[src/rtl/fetch_stage_pkg.sv]
`default_nettype none
// ============================================================================
// Module      : fetch_stage_pkg
// Description : Shared types and constants for the instruction-fetch stage:
//               fetch FSM state encoding, IF/ID pipeline record and the NOP
//               instruction word (addi x0,x0,0).
// Revision    : 1.0 - initial release
// ============================================================================
package fetch_stage_pkg;

    // Fetch FSM: REQ issues a request, WAIT awaits its response,
    // HOLD parks a response that arrived while decode was stalled.
    typedef enum logic [1:0] {
        REQ  = 2'd0,
        WAIT = 2'd1,
        HOLD = 2'd2
    } fetch_state_type;

    typedef struct packed {
        logic        valid;
        logic [31:0] pc;
        logic [31:0] instr;
    } if_id_type;

    localparam logic [31:0] c_NOP_INSTR = 32'h0000_0013;

endpackage : fetch_stage_pkg
`default_nettype wire

[src/rtl/fetch_stage_if_id_register.sv]
`default_nettype none
// ============================================================================
// Module      : if_id_register
// Description : IF/ID pipeline register with write-enable and flush. Flush
//               loads a NOP bubble and wins over write-enable.
// Ports       : clk     - clock, rising edge
//               rst     - asynchronous active-high reset
//               i_flush - load {valid=0, pc=0, instr=NOP_INSTR}
//               i_we    - load i_d
//               i_d     - next IF/ID record
//               o_q     - current IF/ID record
// Revision    : 1.0 - initial release
// ============================================================================
module if_id_register
    import fetch_stage_pkg::*;
#(
    parameter logic [31:0] NOP_INSTR = c_NOP_INSTR
) (
    input  logic      clk,
    input  logic      rst,
    input  logic      i_flush,
    input  logic      i_we,
    input  if_id_type i_d,
    output if_id_type o_q
);

    if_id_type r_q;

    always_ff @(posedge clk or posedge rst) begin
        if (rst) begin
            r_q <= '{valid: 1'b0, pc: 32'd0, instr: NOP_INSTR};
        end else if (i_flush) begin
            r_q <= '{valid: 1'b0, pc: 32'd0, instr: NOP_INSTR};
        end else if (i_we) begin
            r_q <= i_d;
        end
    end

    assign o_q = r_q;

endmodule : if_id_register
`default_nettype wire

[src/rtl/fetch_stage.sv]
`default_nettype none
// ============================================================================
// Module      : fetch_stage
// Description : Instruction-fetch stage. Owns the PC, a single-outstanding
//               instruction-memory handshake, a one-entry hold buffer for
//               responses that land during a stall, and the IF/ID register.
// Ports       : clk, reset          - clock / async active-high reset
//               PCWrite_n           - 1 = hold PC
//               if_id_Write_n       - 1 = hold IF/ID
//               is_control_hazard   - flush IF/ID, redirect to branch_target
//               branch_target       - redirect PC (low two bits ignored)
//               imem_req/addr       - fetch request and word address
//               imem_gnt            - request accepted this cycle
//               imem_rvalid/rdata   - response valid and instruction word
//               if_id_valid/pc/instr- IF/ID pipeline register contents
// Revision    : 1.0 - initial release
// ============================================================================
module fetch_stage
    import fetch_stage_pkg::*;
#(
    parameter logic [31:0] RESET_PC  = 32'h0000_0000,
    parameter logic [31:0] NOP_INSTR = c_NOP_INSTR
) (
    input  logic        clk,
    input  logic        reset,
    input  logic        PCWrite_n,
    input  logic        if_id_Write_n,
    input  logic        is_control_hazard,
    input  logic [31:0] branch_target,
    output logic        imem_req,
    output logic [31:0] imem_addr,
    input  logic        imem_gnt,
    input  logic        imem_rvalid,
    input  logic [31:0] imem_rdata,
    output logic        if_id_valid,
    output logic [31:0] if_id_pc,
    output logic [31:0] if_id_instr
);

    fetch_state_type r_state;
    logic [31:0]     r_pc;
    logic [31:0]     r_fetch_pc;
    logic            r_kill;
    logic [31:0]     r_hold_pc;
    logic [31:0]     r_hold_instr;

    fetch_state_type w_state_nxt;
    logic [31:0]     w_pc_nxt;
    logic [31:0]     w_fetch_pc_nxt;
    logic            w_kill_nxt;
    logic            w_hold_load;
    logic            w_deliver;
    logic [31:0]     w_deliver_pc;
    logic [31:0]     w_deliver_instr;
    logic            w_advance;
    logic            w_inflight;
    if_id_type       w_if_id_d;
    if_id_type       w_if_id_q;

    assign w_advance = ~PCWrite_n & ~if_id_Write_n;

    // A request is still in flight after this cycle if we are waiting and no
    // response came back, or if memory accepts a request right now.
    assign w_inflight = ((r_state == WAIT) & ~imem_rvalid) |
                        ((r_state == REQ)  &  imem_gnt);

    // Gated by reset so no request is presented while the memory side is
    // also being reset.
    assign imem_req  = (r_state == REQ) & ~reset;
    assign imem_addr = r_pc;

    always_comb begin
        w_state_nxt     = r_state;
        w_pc_nxt        = r_pc;
        w_fetch_pc_nxt  = r_fetch_pc;
        w_kill_nxt      = r_kill;
        w_hold_load     = 1'b0;
        w_deliver       = 1'b0;
        w_deliver_pc    = r_fetch_pc;
        w_deliver_instr = imem_rdata;

        case (r_state)
            REQ: begin
                if (imem_gnt) begin
                    w_fetch_pc_nxt = r_pc;
                    w_state_nxt    = WAIT;
                end
            end
            WAIT: begin
                if (imem_rvalid) begin
                    if (r_kill) begin
                        w_kill_nxt  = 1'b0;
                        w_state_nxt = REQ;
                    end else if (w_advance) begin
                        w_deliver   = 1'b1;
                        w_pc_nxt    = r_fetch_pc + 32'd4;
                        w_state_nxt = REQ;
                    end else begin
                        w_hold_load = 1'b1;
                        w_state_nxt = HOLD;
                    end
                end
            end
            HOLD: begin
                if (w_advance) begin
                    w_deliver       = 1'b1;
                    w_deliver_pc    = r_hold_pc;
                    w_deliver_instr = r_hold_instr;
                    w_pc_nxt        = r_hold_pc + 32'd4;
                    w_state_nxt     = REQ;
                end
            end
            default: begin
                w_state_nxt = REQ;
            end
        endcase

        // Redirect overrides everything above. A response still owed by
        // memory (including one granted this very cycle from REQ) must be
        // swallowed before the next request, so it is marked for killing.
        if (is_control_hazard) begin
            w_pc_nxt    = branch_target & 32'hFFFF_FFFC;
            w_deliver   = 1'b0;
            w_hold_load = 1'b0;
            if (w_inflight) begin
                w_kill_nxt  = 1'b1;
                w_state_nxt = WAIT;
            end else begin
                w_kill_nxt  = 1'b0;
                w_state_nxt = REQ;
            end
        end
    end

    always_ff @(posedge clk or posedge reset) begin
        if (reset) begin
            r_state      <= REQ;
            r_pc         <= RESET_PC;
            r_fetch_pc   <= 32'd0;
            r_kill       <= 1'b0;
            r_hold_pc    <= 32'd0;
            r_hold_instr <= 32'd0;
        end else begin
            r_state    <= w_state_nxt;
            r_pc       <= w_pc_nxt;
            r_fetch_pc <= w_fetch_pc_nxt;
            r_kill     <= w_kill_nxt;
            if (w_hold_load) begin
                r_hold_pc    <= r_fetch_pc;
                r_hold_instr <= imem_rdata;
            end
        end
    end

    // When advancing without a new instruction the register takes a bubble:
    // valid drops but pc/instr keep their previous contents.
    always_comb begin
        w_if_id_d = '{valid: 1'b0, pc: w_if_id_q.pc, instr: w_if_id_q.instr};
        if (w_deliver) begin
            w_if_id_d = '{valid: 1'b1, pc: w_deliver_pc, instr: w_deliver_instr};
        end
    end

    if_id_register #(
        .NOP_INSTR (NOP_INSTR)
    ) u_if_id_register (
        .clk     (clk),
        .rst     (reset),
        .i_flush (is_control_hazard),
        .i_we    (w_advance),
        .i_d     (w_if_id_d),
        .o_q     (w_if_id_q)
    );

    assign if_id_valid = w_if_id_q.valid;
    assign if_id_pc    = w_if_id_q.pc;
    assign if_id_instr = w_if_id_q.instr;

endmodule : fetch_stage
`default_nettype wire
[config.mk]
export PLATFORM = sky130hd
export DESIGN_NAME = fetch_stage
export DESIGN_NICKNAME = d
export VERILOG_FILES = /design/src/rtl/fetch_stage_pkg.sv /design/src/rtl/fetch_stage_if_id_register.sv /design/src/rtl/fetch_stage.sv
export SDC_FILE = /design/constraint.sdc
export NUM_CORES = 1
export LEC_CHECK = 0
export ABC_AREA = 1
export CAP_MARGIN = 20
export CORE_MARGIN = 10
export CORE_UTILIZATION = 54
export CTS_CLUSTER_DIAMETER = 50
export CTS_CLUSTER_SIZE = 16
export DETAILED_ROUTE_END_ITERATION = 6
export PLACE_DENSITY = 0.8
export SLEW_MARGIN = 20
export SYNTH_ARGS = -nofsm -noshare
export SYNTH_HDL_FRONTEND = slang
export SYNTH_HIERARCHICAL = 1
export SYNTH_SLANG_ARGS = --single-unit
[constraint.sdc]
create_clock -name clk -period 5.6 [get_ports clk]
set_input_delay 1.4 -clock clk [delete_from_list [all_inputs] [get_ports clk]]
set_output_delay 1.4 -clock clk [all_outputs]
set_load 0.005 [all_outputs]
* After elaboration in Yosys (flattened, before gate mapping)
Cells that the tools add are included.
** Word-level totals
- Word-level logic and storage cells :: 71
- Bits in registers :: 196
- Bits of input ports :: 71
- Output and inout port bits :: 98
** Cells by class
- Reductions and logical operators :: 11
- Equal/unequal tests :: 7
- Add/subtract/negate cells :: 2
- Muxes and demuxes :: 33
- Bitwise logic cells :: 9
** Operators with widths (count)
- $mux W32 :: 7
- $mux W65 :: 3
- $add A32 B3 Y32 const B :: 2
- $pmux W32 S2 :: 1
- $mux W1 :: 14
- $mux W2 :: 6
- $ne A3 B3 Y1 const B :: 3
- $reduce_bool A2 Y1 :: 4
- $ne A3 B2 Y1 const B :: 2
- $pmux W2 S3 :: 1
- $reduce_and A2 Y1 :: 3
- $reduce_and A5 Y1 :: 1
- $and A1 B1 Y1 :: 4
- $not A1 Y1 :: 4
- $reduce_and A3 Y1 :: 1
- $reduce_bool A3 Y1 :: 1
- $eq A2 B1 Y1 const B :: 1
- $eq A2 B2 Y1 const B :: 1
- $logic_not A2 Y1 :: 1
- $pmux W1 S2 :: 1
- $or A1 B1 Y1 :: 1

* Logic depth before layout (Yosys ltp)
Gate-level depths: netlist (run 1).
- Depth after elaboration :: 10
- Depth in mapped cells :: 15
- Gate-level depth less buffers :: 15

* Cells and area by module
Netlist (run 1), hierarchy kept.
** By module, submodules not included
- fetch_stage :: area an instance 8041.5 um2, seq. area each 3278.1 um2, times used 1, cells an instance 1116
- if_id_register :: area an instance 2581.2 um2, seq. area each 1630.3 um2, times used 1, cells an instance 283

* Least setup slack after synthesis (run 1)
OpenSTA, ideal clock, no wires.
- Kind :: in2out
- Start point :: input port reset
- End point :: output port imem_req
- Arrival :: 1.506 ns
- Required time :: 4.200 ns
- Path slack :: 2.694 ns
- Stages :: 1
- Path through :: nor2_1
** On the way
- Word-level cells in the longest chain between the ends :: 2
** RTL lines
- start, declared :: RTL line fetch_stage.sv:25 : input logic reset,
- $not A1 Y1 :: RTL line fetch_stage.sv:69 : assign imem_req = (r_state == REQ) & ~reset;
- $and A1 B1 Y1 :: RTL line fetch_stage.sv:69
- end, declared :: RTL line fetch_stage.sv:30 : output logic imem_req,
Every way passes these cells.

* Final worst setup path (run 1)
Ends and elaborated chain as after synthesis.

==> results of run 1 <==
-- synth_stat cells --
cell type | instances | area, um2
nand2_1 | 470 | 1760
dfrtp_1 | 193 | 4830
nand3_1 | 140 | 701
nor2_1 | 117 | 439
o21ai_0 | 115 | 576
inv_1 | 77 | 289
clkbuf_1 | 42 | 158
mux2_2 | 39 | 439
a31oi_1 | 38 | 238
a21oi_1 | 31 | 155
buf_2 | 27 | 135
nand2_2 | 24 | 150
nor2_4 | 13 | 146
buf_6 | 9 | 101
inv_2 | 9 | 33.8
nor2_2 | 7 | 43.8
o21ai_1 | 7 | 35.0
o211ai_1 | 6 | 45.0
ha_1 | 4 | 50.1
o22ai_1 | 4 | 25.0
buf_1 | 3 | 11.3
buf_4 | 3 | 22.5
dfstp_2 | 3 | 78.8
xnor2_1 | 3 | 26.3
and2_1 | 2 | 12.5
nand3_2 | 2 | 20.0
nand3b_1 | 2 | 15.0
a21oi_2 | 1 | 8.76
a22oi_1 | 1 | 7.51
buf_12 | 1 | 20.0
nand2_4 | 1 | 11.3
nand4_1 | 1 | 6.26
nor3_1 | 1 | 5.00
o21a_1 | 1 | 7.51
o21ai_2 | 1 | 8.76
o31ai_1 | 1 | 7.51
-- through the flow --
step                      instances  utilization (%)  setup WS, ns  power, mW  instance area, um2
final                          1793             67.0          1.63       5.66               13000
after global routing           1793             67.0          1.46       6.05               13000
after CTS                      1793             67.0          1.62       5.67               13000
after detailed placement       1761             63.5          1.27       4.28               12300
after global placement         1761             63.5          1.36       4.19               12300
after floorplan                1399                -         0.702       3.55               10600
-- flip-flops by register name (all words and copies together) (netlist names) --
signal                flops
imem_addr                32
r_fetch_pc               32
r_hold_instr             32
r_hold_pc                32
r_kill                    1
r_state                   2
u_if_id_register/o_q     65
-- final timing paths --
kind | depth (start not counted) | endpoint | start | slack (ns)
max in group asynchronous | 3 | u_if_id_register/o_q[4] | reset | 3.06
setup / recovery | 3 | imem_req | reset | 1.63
hold / removal | 2 | u_if_id_register/o_q[0] | u_if_id_register/o_q[0] | 0.48
hold reg to reg | 2 | u_if_id_register/o_q[0] | u_if_id_register/o_q[0] | 0.48
min in group asynchronous | 2 | r_hold_pc[1] | reset | 1.47
setup reg to reg | 8 | imem_addr[8] | r_state[0] | 2.07
-- metal layers --
metal	vias up	track usage [%]
met4	0	6.76
li1	4757	-
met3	40	5.09
met1	4570	31.0
met2	335	35.1
met5	-	0
-- power groups by stage --
stage | sequential, mW | combinational (mW) | clock (mW)
after detailed placement | 2.21 | 2.07 | 0
after CTS | 2.19 | 2.09 | 1.39
final | 2.20 | 2.08 | 1.38
after global placement | 2.18 | 2.01 | 0
after global routing | 2.25 | 2.35 | 1.45
after floorplan | 2.14 | 1.41 | 0
-- kinds of logic after synthesis --
kind of cell / after synthesis / synth area share, %
DFF: 196 / 46.2
adders and majority gates: 4 / 0.471
xor gates and xnor gates: 3 / 0.247
buffers and inverters: 171 / 7.26
AOI/OAI and AO/OA: 206 / 10.5
muxes: 39 / 4.13
and+or+nand+nor: 780 / 31.2
-- worst max-delay path, stage by stage --
cell and delay (ns):
clkdlybuf4s50_1 0.51, nor2_1 0.14, clkdlybuf4s50_1 0.51
-- final cells by class --
| class | instances | area (um2) |
|---|---|---|
| sequential | 196 | 4910 |
| inverter | 86 | 329 |
| multi-input combinational | 1032 | 4980 |
| timing repair buffer | 182 | 1780 |
| fill | 1657 | 6410 |
| clock inverter | 11 | 195 |
| clock buffer | 21 | 470 |
| tap | 265 | 332 |
==> flow_summary.json, run 1 <==
{
  "status": "completed",
  "dieArea_um2": 25700,
  "start_kind": "input port",
  "dr_wl_met3_um": 2200,
  "areaGrowthSynthToFinish_pct": 22.3,
  "tns_ns": 0,
  "pin_count": 169,
  "vias_per_cell": 5.41,
  "design.core.area_um2": 19400,
  "gp_congestion": 0.868,
  "synth_cell_type_count": 36,
  "p_sw_share_pct": 37.3,
  "cts.sinks": 196,
  "fmax_mhz": 252,
  "whs_ns": 0.478,
  "cap_violations": 0,
  "fp.dieW_um": 160,
  "diodes": 0,
  "syn_area_per_cell_um2": 7.59,
  "seqPwrFrac_pct": 38.8,
  "rows": 51,
  "clock_path_buffers": 2,
  "period_needed_ns": 3.97,
  "synthCells": 1399,
  "routed-wl-met2_um": 13100,
  "grt.overflow.total": 0,
  "yosys_warnings": 6,
  "syn-cell-area_um2": 10600,
  "period_share_pct": 70.8,
  "ant_nets": 0,
  "clk_latency_ns": 0.44,
  "worstHoldPathType": "reg -> reg",
  "top_layer": "met4",
  "leakage_nw": 6.13,
  "critPathKind": "in -> out",
  "wl_met1_um": 13500,
  "layout.nets": 1590,
  "fp.dieH_um": 160,
  "rsz0062_at_grt": "false",
  "intPower_mw": 3.55,
  "cts_htree_levels": 4,
  "dp_hpwl_um": 19700,
  "drt-initial-drc-count": 929,
  "drive_above_1_share_pct": 10.1,
  "hold_viol_final": 0,
  "power.density_nw_per_um2": 436,
  "cts_resized": 0,
  "ys_seq_elements": 196,
  "layout_commonest_cell": "nand2_1",
  "drt-total-wl_um": 29300,
  "relSlewSlack_pct": 35.0,
  "cp.arrival_ns": 2.57,
  "cts-buffers-inserted": 17,
  "routedWlPerCell_um": 16.3,
  "grt_pass1_vias": 9250,
  "ir_drop_mv": 0.262,
  "critPathMaxFanout": 3,
  "antenna_found_initial": 0,
  "worstPathRequired_ns": 4.20,
  "seq_area_frac_synth_pct": 46.2,
  "root_buffer": "clkbuf_16",
  "cts_tree": "done",
  "worst_pin_slew_ns": 0.974,
  "grt_pass1_wl_um": 48300,
  "clkSlewWorstSetupHoldPaths_ns": 0.07,
  "portBuffers": 166,
  "layout_common_cells": "468 x nand2_1, 193 x dfrtp_1, 166 x clkdlybuf4s50_1",
  "drt_first_pass_iters": 5,
  "start_util_pct": 54.8,
  "pwr-share-comb_pct": 36.8,
  "cts_setup_buffers": 0,
  "synth_fp_nets": 1474,
  "drcViolationCount": 0,
  "skew_ns": 0.00914,
  "grt_max_degree": 92,
  "vias": 9702,
  "switching_power_mw": 2.11,
  "grt_use_total_pct": 22.7,
  "cts_hold_buf": 0,
  "endpoint_kind": "primary output",
  "drv_slew": 0,
  "setup_violations": 0,
  "p_clk_share_pct": 24.3
}
Note: power is estimated with default switching activity, not from simulation.
==> inputs of run 2 (changes only) <==
==> constraint.sdc (replaced) <==
create_clock -name clk -period 4 [get_ports clk]
set_input_delay 1 -clock clk [delete_from_list [all_inputs] [get_ports clk]]
set_output_delay 1 -clock clk [all_outputs]
set_load 0.005 [all_outputs]
==> run 2 against run 1 <==
  * Final cell count is 0.11% higher
  * Clock skew is 0.00097 ns lower
  * Non-clock buffer count is 2 higher
  * Sequential cell count stayed put
  * Combinational power is 41% higher
  * Largest cell class unchanged
  * Highest routed layer unchanged
==> flow_summary.json, run 2 (same netlist as run 1, synthesis figures left out) <==
{
  "cp_cell_sequence": "clkdlybuf4s50_1, nor2_1, clkdlybuf4s50_1",
  "n_fill_cell": 1660,
  "grt_pass1_vias": 9193,
  "grt_use_total_pct": 22.5,
  "cp_common_cell": "clkdlybuf4s50_1",
  "grt.overflow.total": 0,
  "start_kind": "input port",
  "min_from": "u_if_id_register/o_q[64]",
  "dp_cells": 1763,
  "fp.dieH_um": 160,
  "clock_path_buffers": 2,
  "min_delay_path_depth": 2,
  "worstRegToRegCells": 15,
  "dieArea_um2": 25700,
  "r2r_slack_ns": 1.14,
  "routedWlPerCell_um": 16.4,
  "finalPower_mw": 7.79,
  "clk_latency_ns": 0.44,
  "dp_hpwl_um": 19800,
  "ir_drop_mv": 0.371,
  "cts_htree_levels": 4,
  "startpoint": "reset",
  "drv_slew": 0,
  "critPathKind": "in -> out",
  "largest_reg_flops": 65,
  "pin_count": 169,
  "drt-total-wl_um": 29400,
  "drt_first_pass_iters": 6,
  "areaGrowthSynthToFinish_pct": 22.3,
  "relSlewSlack_pct": 35.8,
  "tns_ns": 0,
  "diodes": 0,
  "period_needed_ns": 3.14,
  "cts_tree": "done",
  "place_ws_ns": 0.641,
  "cts.sinks": 196,
  "cts_setup_buffers": 0,
  "fin_ws_ns": 0.864,
  "skew_ns": 0.00817,
  "cp.arrival_ns": 2.14,
  "cts_hold_buf": 0,
  "endpoint_kind": "primary output",
  "layout.nets": 1592,
  "hold_viol_final": 0,
  "cap_violations": 0,
  "setup_violations": 0,
  "cts_resized": 0,
  "layout_common_cells": "468 x nand2_1, 193 x dfrtp_1, 166 x clkdlybuf4s50_1",
  "rsz0062_at_grt": "false",
  "worst_pin_slew_ns": 0.963,
  "cp_slowest_cell": "clkdlybuf4s50_1",
  "vias": 9748,
  "vias_per_cell": 5.43,
  "r2r_start": "r_state[0]",
  "multiInputGateArea_um2": 4980,
  "fmax_mhz": 319,
  "worstHoldPathType": "reg -> reg",
  "ant_nets": 0,
  "crit_path_max_incr_delay_ns": 0.51,
  "seqCellArea_um2": 4910,
  "power.density_nw_per_um2": 600,
  "drive_above_1_share_pct": 10.1,
  "worstPathRequired_ns": 3.00,
  "clkSlewWorstSetupHoldPaths_ns": 0.07,
  "antenna_found_initial": 0,
  "status": "completed",
  "portBuffers": 166,
  "drt-initial-drc-count": 851,
  "start_util_pct": 54.8,
  "root_buffer": "clkbuf_16",
  "cts-buffers-inserted": 17,
  "critPathMaxFanout": 3,
  "fp.dieW_um": 160,
  "leakage_nw": 6.12,
  "grt_max_degree": 104,
  "stdcell_count": 1795,
  "drcViolationCount": 0,
  "gp_congestion": 0.864,
  "design.core.area_um2": 19400,
  "grt_pass1_wl_um": 47800,
  "layout_commonest_cell": "nand2_1",
  "period_share_pct": 78.4,
  "rows": 51
}
[run 2: cell count changes in the layout (fill, tap and decap cells not counted)]
cell and delta:
buf_12 +4, buf_4 -2, bufinv_16 -2, clkbuf_1 +1, clkbuf_8 -2, clkinv_2 +1
clkinv_4 +3, clkinvlp_4 +2, inv_6 -3
[run 2: where the power goes]
part / switching [mW] / internal, mW / total [mW]
sequential: 0.448 / 2.63 / 3.08
combinational: 1.76 / 1.18 / 2.94
clock: 0.770 / 1.00 / 1.77
total: 2.98 / 4.82 / 7.79
[run 2: final timing paths]
| path | end |
|---|---|
| setup / recovery | imem_req |
| max in group asynchronous | u_if_id_register/o_q[0] |
| hold reg to reg | u_if_id_register/o_q[64] |
| hold / removal | u_if_id_register/o_q[64] |
| min in group asynchronous | u_if_id_register/o_q[32] |
| setup reg to reg | imem_addr[24] |
[run 2: stage by stage]
step / utilization, % / hold WS [ns] / instance area (um2)
after global routing: 67.0 / 0.493 / 13000
final: 67.0 / 0.473 / 13000
after CTS: 67.0 / 0.475 / 13000
after global placement: 63.9 / 0.455 / 12400
after floorplan: - / 0.448 / 10600
after detailed placement: 63.9 / 0.457 / 12400
[run 2: critical path, delay by kind of cell]
family / cells / cell delay (ns)
buffers and inverters: 2 / 0.99
AND/OR/NAND/NOR: 1 / 0.14
[run 2: final cells by class]
class | instances | share of cell area (%)
Tap cell | 265 | 2.55
Inverter | 86 | 2.52
Clock buffer | 20 | 3.44
Multi-Input combinational cell | 1032 | 38.3
Clock inverter | 12 | 1.20
Sequential cell | 196 | 37.8
Timing Repair Buffer | 184 | 14.2
[run 2: metal layers]
metal / vias to the layer above / wire length (um) / track usage [%]
met3: 37 / 1950 / 4.04
met4: 0 / 473 / 7.10
met2: 386 / 13400 / 35.6
met1: 4566 / 13600 / 30.7
met5: - / 0 / 0
li1: 4759 / - / -
==> patch 1: new RTL, flow settings as in run 1 <==
The 3 states of `fetch_state_type` get a one-hot encoding in 3 bits.
--- a/src/rtl/fetch_stage_pkg.sv
+++ b/src/rtl/fetch_stage_pkg.sv
@@ -10,10 +10,10 @@
 
     // Fetch FSM: REQ issues a request, WAIT awaits its response,
     // HOLD parks a response that arrived while decode was stalled.
-    typedef enum logic [1:0] {
-        REQ  = 2'd0,
-        WAIT = 2'd1,
-        HOLD = 2'd2
+    typedef enum logic [2:0] {
+        REQ  = 3'b001,
+        WAIT = 3'b010,
+        HOLD = 3'b100
     } fetch_state_type;
 
     typedef struct packed {
Function: same outputs for any inputs over 4 cycles, from zero or initial values and one cycle with reset high; so few cycles prove little.
==> patch 1 against run 1 <==
Final cell count fell by 0.61%. Count of clock-buffer cells in the layout grew 2. Via count up 1.9%. Global-route usage is 0.19 points lower. Design area about the same. Area after synthesis up 1.0%. Sequential cell count grew 1. Worst setup slack better by 12 ps. Total power down 12%. Routed wire length increased by 1.7%. Critical endpoint unchanged. Highest routed layer unchanged.
==> patch 1: results (changes against run 1) <==
Outcome
  – Status: completed

Power
  – Pwr dens: 385 mW/mm^2 (-12%)
  – Clock group power: 1.25 mW (-9%)
  – NetSw: 1.76 mW (-17%)
  – VDD IR-drop max: 0.220 mV (-16%)
  – Combinational Power: 1.56 mW (-25%)
  – LEAKAGE: 6.16 nW (+0.44%)

Cells and area
  – FILL cells: 1661 (+0.24%)
  – Inserted Diodes: 0 (unchanged)
  – Ratio of cells with drive above 1 in the final layout: 10.2% (+0.14 points)
  – Utilization after layout: 66.5% (-0.49 points)

GRT
  – Vias in the first global route: 9281 (+0.34%)
  – Met2 usage: 35.7% (+0.59 points)
  – Met3 usage: 3.79% (-1.3 points)
  – Largest net degree at the start of global routing: 84 (-8.7%)
  – GRT Total Usage: 22.5% (-0.19 points)
  – First-pass GRT wire length: 48100 um (-0.44%)
  – M1 GR Usage: 30.7% (-0.29 points)

Logic synthesis
  – Area contributors post-synth: dfrtp_1 45%, nand2_1 14%, nand3_1 8.8%, nor2_1 5.1%, mux2_2 4.3%
  – Seq/Total Area, Yosys: 46.0% (-0.22 points)
  – Cells after Synth: 1396 (-0.21%)
  – Most instantiated cells after synthesis: 408 x nand2_1, 193 x dfrtp_1, 189 x nand3_1
  – Syn_nets: 1468 (-0.41%)

Critical path
  – R2r setup slk: 1730 ps (-340 ps)
  – R2R Path End: imem_addr[6]
  – R2R Path Start: r_state[1]
  – Reg2reg path depth: 11 (+3)

Drt
  – Vias per std cell: 5.55 (+2.6%)
  – DR WL met2: 13900 um (+5.6%)
  – Routed length on met1: 13400 um (-0.32%)
  – Via count: 9890 (+1.9%)
  – Highest metal used: met4
  – Drt wl/cell: 16.7 um (+2.3%)
  – Initial detailed-routing violation count: 981 (+5.6%)
  – 1st-pass router iterations: 6 (+1)
  – Metal3 WL: 1900 um (-14%)

Placed design
  – Hpwl dp: 20100 um (+2.4%)
  – Placed Area: 0.0124 sq mm (+0.51%)
  – Placed cell count: 1751 (-0.57%)
  – DP Worst Slack: 1550 ps (+281 ps)
  – RePlAce Congestion: 0.905 (+4.2%)

STA
  – Final worst slack: 1650 ps (+11.9 ps)
  – Setup Skew: 7.70 ps (-1.44 ps)
  – Slew @ Worst Pin: 977 ps (+3.42 ps)
patch 1: cell types whose count changed in the layout (fill, tap and decap cells not counted), moves of 3 or more:
cell,run 1,this run
nand2_1,468,407
nand3_1,139,188
o21ai_0,115,69
nor2_1,116,143
a31oi_1,38,61
a21oi_1,31,24
nor2_2,6,13
inv_2,9,4
inv_1,75,79
nor2_4,15,11
clkbuf_1,1,4
patch 1: kinds of logic after synthesis:
kind of cell               synth area share, %
and+or+nand+nor                           32.6
xor gates and xnor gates                0.0816
buffers and inverters                     7.78
adders and majority gates                0.117
DFF                                       46.0
muxes                                     4.30
AOI/OAI and AO/OA                         9.15
patch 1: area by class of cell:
type	count	share of cell area, %
flip-flops and latches	197	38.0
clock buffers	23	3.60
clock inverters	8	0.964
inverters	85	2.51
repair buffers	182	13.8
multi-input cells	1022	38.5
well taps	265	2.55
patch 1: critical path: cells and delay by family:
| family | cells | cell delay (ps) |
|---|---|---|
| AND/OR/NAND/NOR | 1 | 140 |
| buffers and inverters | 2 | 1020 |
==> patch 2: new RTL, flow settings as in run 1 <==
Made on the original files. Reset style: synchronous (`reset` and `rst`), changed in 2 clocked blocks. Comments in the files are not updated.
--- a/src/rtl/fetch_stage_if_id_register.sv
+++ b/src/rtl/fetch_stage_if_id_register.sv
@@ -26,7 +26,7 @@
 
     if_id_type r_q;
 
-    always_ff @(posedge clk or posedge rst) begin
+    always_ff @(posedge clk) begin
         if (rst) begin
             r_q <= '{valid: 1'b0, pc: 32'd0, instr: NOP_INSTR};
         end else if (i_flush) begin
--- a/src/rtl/fetch_stage.sv
+++ b/src/rtl/fetch_stage.sv
@@ -132,7 +132,7 @@
         end
     end
 
-    always_ff @(posedge clk or posedge reset) begin
+    always_ff @(posedge clk) begin
         if (reset) begin
             r_state      <= REQ;
             r_pc         <= RESET_PC;
Check against the original RTL: differs if reset is asserted again (counterexample within 4 cycles, from zero or initial values and one cycle with reset high); with reset held inactive, the same outputs for 4 cycles.
==> patch 2 against run 1 <==
Sequential cell count unchanged. Design area decreased by 5.2%. Core utilization increased by 0.67 points. Worst setup slack got worse by 220 ps. Area after synthesis decreased by 4.8%. Die area decreased by 4.2%. Clock skew increased by 3.2 ps. Maximum frequency decreased by 5.4%. Critical path depth increased by 1. Routed wire length decreased by 2.3%. Count of clock-buffer cells in the layout decreased by 3. Highest routed layer unchanged.
Power is not compared: it rests on default switching activity, and its combinational part moved more than twofold at a synthesized area within 25%.
==> patch 2: results (changes against run 1) <==
Logic synthesis
  – Area contributors post-synth: dfxtp_1 39%, nand2_1 17%, nor2_1 16%, o21ai_0 5.8%, inv_1 4.2%
  – Yosys warns: 6 (unchanged)
  – Fraction of registers with async set/reset: 0% (-100 points)
  – Synth Area in Compound Gates: 12.7% (+2.2 points)
  – Fraction of synthesized cell area in xor and xnor cells: 0.866% (+0.62 points)
  – Post-synthesis mux area share: 0.198% (-3.9 points)
  – Post-Synth Adder-Cell Area: 0.495% (+0.024 points)
  – Syn_nets: 1686 (+14%)
  – Post-synth cell types: 38 (+5.6%)
  – Most instantiated cells after synthesis: 449 x nand2_1, 421 x nor2_1, 196 x dfxtp_1
  – Cells after Synth: 1611 (+15%)

Power
  – VDD IR-drop max: 0.207 mV

GRT
  – First-pass GRT wire length: 46200 um (-4.2%)
  – Vias in the first global route: 9315 (+0.70%)
  – Largest net degree at the start of global routing: 101 (+9.8%)
  – GRT Total Usage: 22.8% (+0.17 points)

Critical path
  – R2R Path End: u_if_id_register/o_q[56]
  – R2R Path Start: r_state[0]
  – Worst path arrival time: 2790 ps (+220 ps)
  – CP max FO: 28 (+25)
  – Reg2reg path depth: 14 (+6)

Placed design
  – Hpwl dp: 19400 um (-1.4%)
  – RePlAce Congestion: 0.945 (+8.8%)
  – Placed Area: 0.0117 sq mm (-4.9%)
  – Placed cell count: 1925 (+9.3%)

Drt
  – 1st-pass router iterations: 5 (unchanged)
  – Initial detailed-routing violation count: 745 (-20%)
  – Vias per std cell: 5.23 (-3.4%)
  – Routed wire length: 28600 um (-2.3%)

Hold path
  – WHS Endpoint: r_hold_pc[2]
  – Hold Path Origin: r_hold_pc[2]

Outcome
  – Status: completed

Cells and area
  – Final std cells w/o fill: 1957 (+9.1%)
  – Ratio of cells with drive above 1 in the final layout: 5.84% (-4.2 points)

STA
  – Setup Skew: 12.4 ps (+3.24 ps)
  – Slew @ Worst Pin: 1050 ps (+74.5 ps)

Clock network
  – Later-pin clock latency in the skew report: 430 ps
-- patch 2: cell types whose count changed in the layout (fill, tap and decap cells not counted), sizes merged, moves of 5 or more --
cell / before / now
nor2: 137 / 439
dfxtp: 0 / 196
dfrtp: 193 / 0
nand3: 142 / 37
inv: 87 / 126
mux2: 39 / 0
a31oi: 38 / 67
nand2: 495 / 473
xor2: 0 / 7
o221ai: 0 / 6
a21oi: 32 / 27
o211ai: 6 / 1
-- patch 2: worst max path at each step --
stage | from | endpoint | slack [ps] | depth (start not counted)
floorplan | reset | imem_req | 2190 | 3
global placement | reset | imem_req | 1430 | 4
detailed placement | PCWrite_n | u_if_id_register/o_q[29] | 1400 | 13
CTS | reset | imem_req | 1410 | 4
global route | reset | imem_req | 1340 | 4
finish | reset | imem_req | 1410 | 4
-- patch 2: cell families after synthesis --
| family | after synthesis |
|---|---|
| AOI/OAI and AO/OA | 228 |
| and+or+nand+nor | 955 |
| DFF | 196 |
| xor gates and xnor gates | 10 |
| muxes | 2 |
| buffers and inverters | 216 |
| adders and majority gates | 4 |
-- patch 2: per-stage QoR --
stage	hold WS (ps)	total power [mW]
final	470	3.26
after global routing	498	3.41
after CTS	473	3.28
after detailed placement	461	2.03
after global placement	456	2.02
after floorplan	444	1.84
-- patch 2: worst max-delay path, stage by stage --
cell and delay (ps):
clkdlybuf4s50_1 460, buf_4 330, nor2_1 100, clkdlybuf4s50_1 470
-- patch 2: layout make-up --
class                   count  area [sq um]
clock inverters            14           163
repair buffers            181          1800
fillers                  1624          5890
flip-flops and latches    196          3920
multi-input cells        1199          5250
clock buffers              18           439
well taps                 229           287
inverters                 120           457
-- patch 2: per-layer routing --
layer	up-vias	track usage, %	part of all wire (%)
met4	0	8.36	2.1
met3	39	4.58	7.1
met2	326	38.2	47
met5	-	0	0
met1	4633	28.5	44
li1	5229	-	-
-- patch 2: power by group through the flow --
stage	sequential, mW	combinational (mW)	clock [mW]
6_report	1.52	0.484	1.26
5_1_grt	1.53	0.546	1.33
4_1_cts	1.52	0.485	1.28
3_5_place_dp	1.55	0.482	0
2_1_floorplan	1.54	0.299	0
3_3_place_gp	1.55	0.472	0
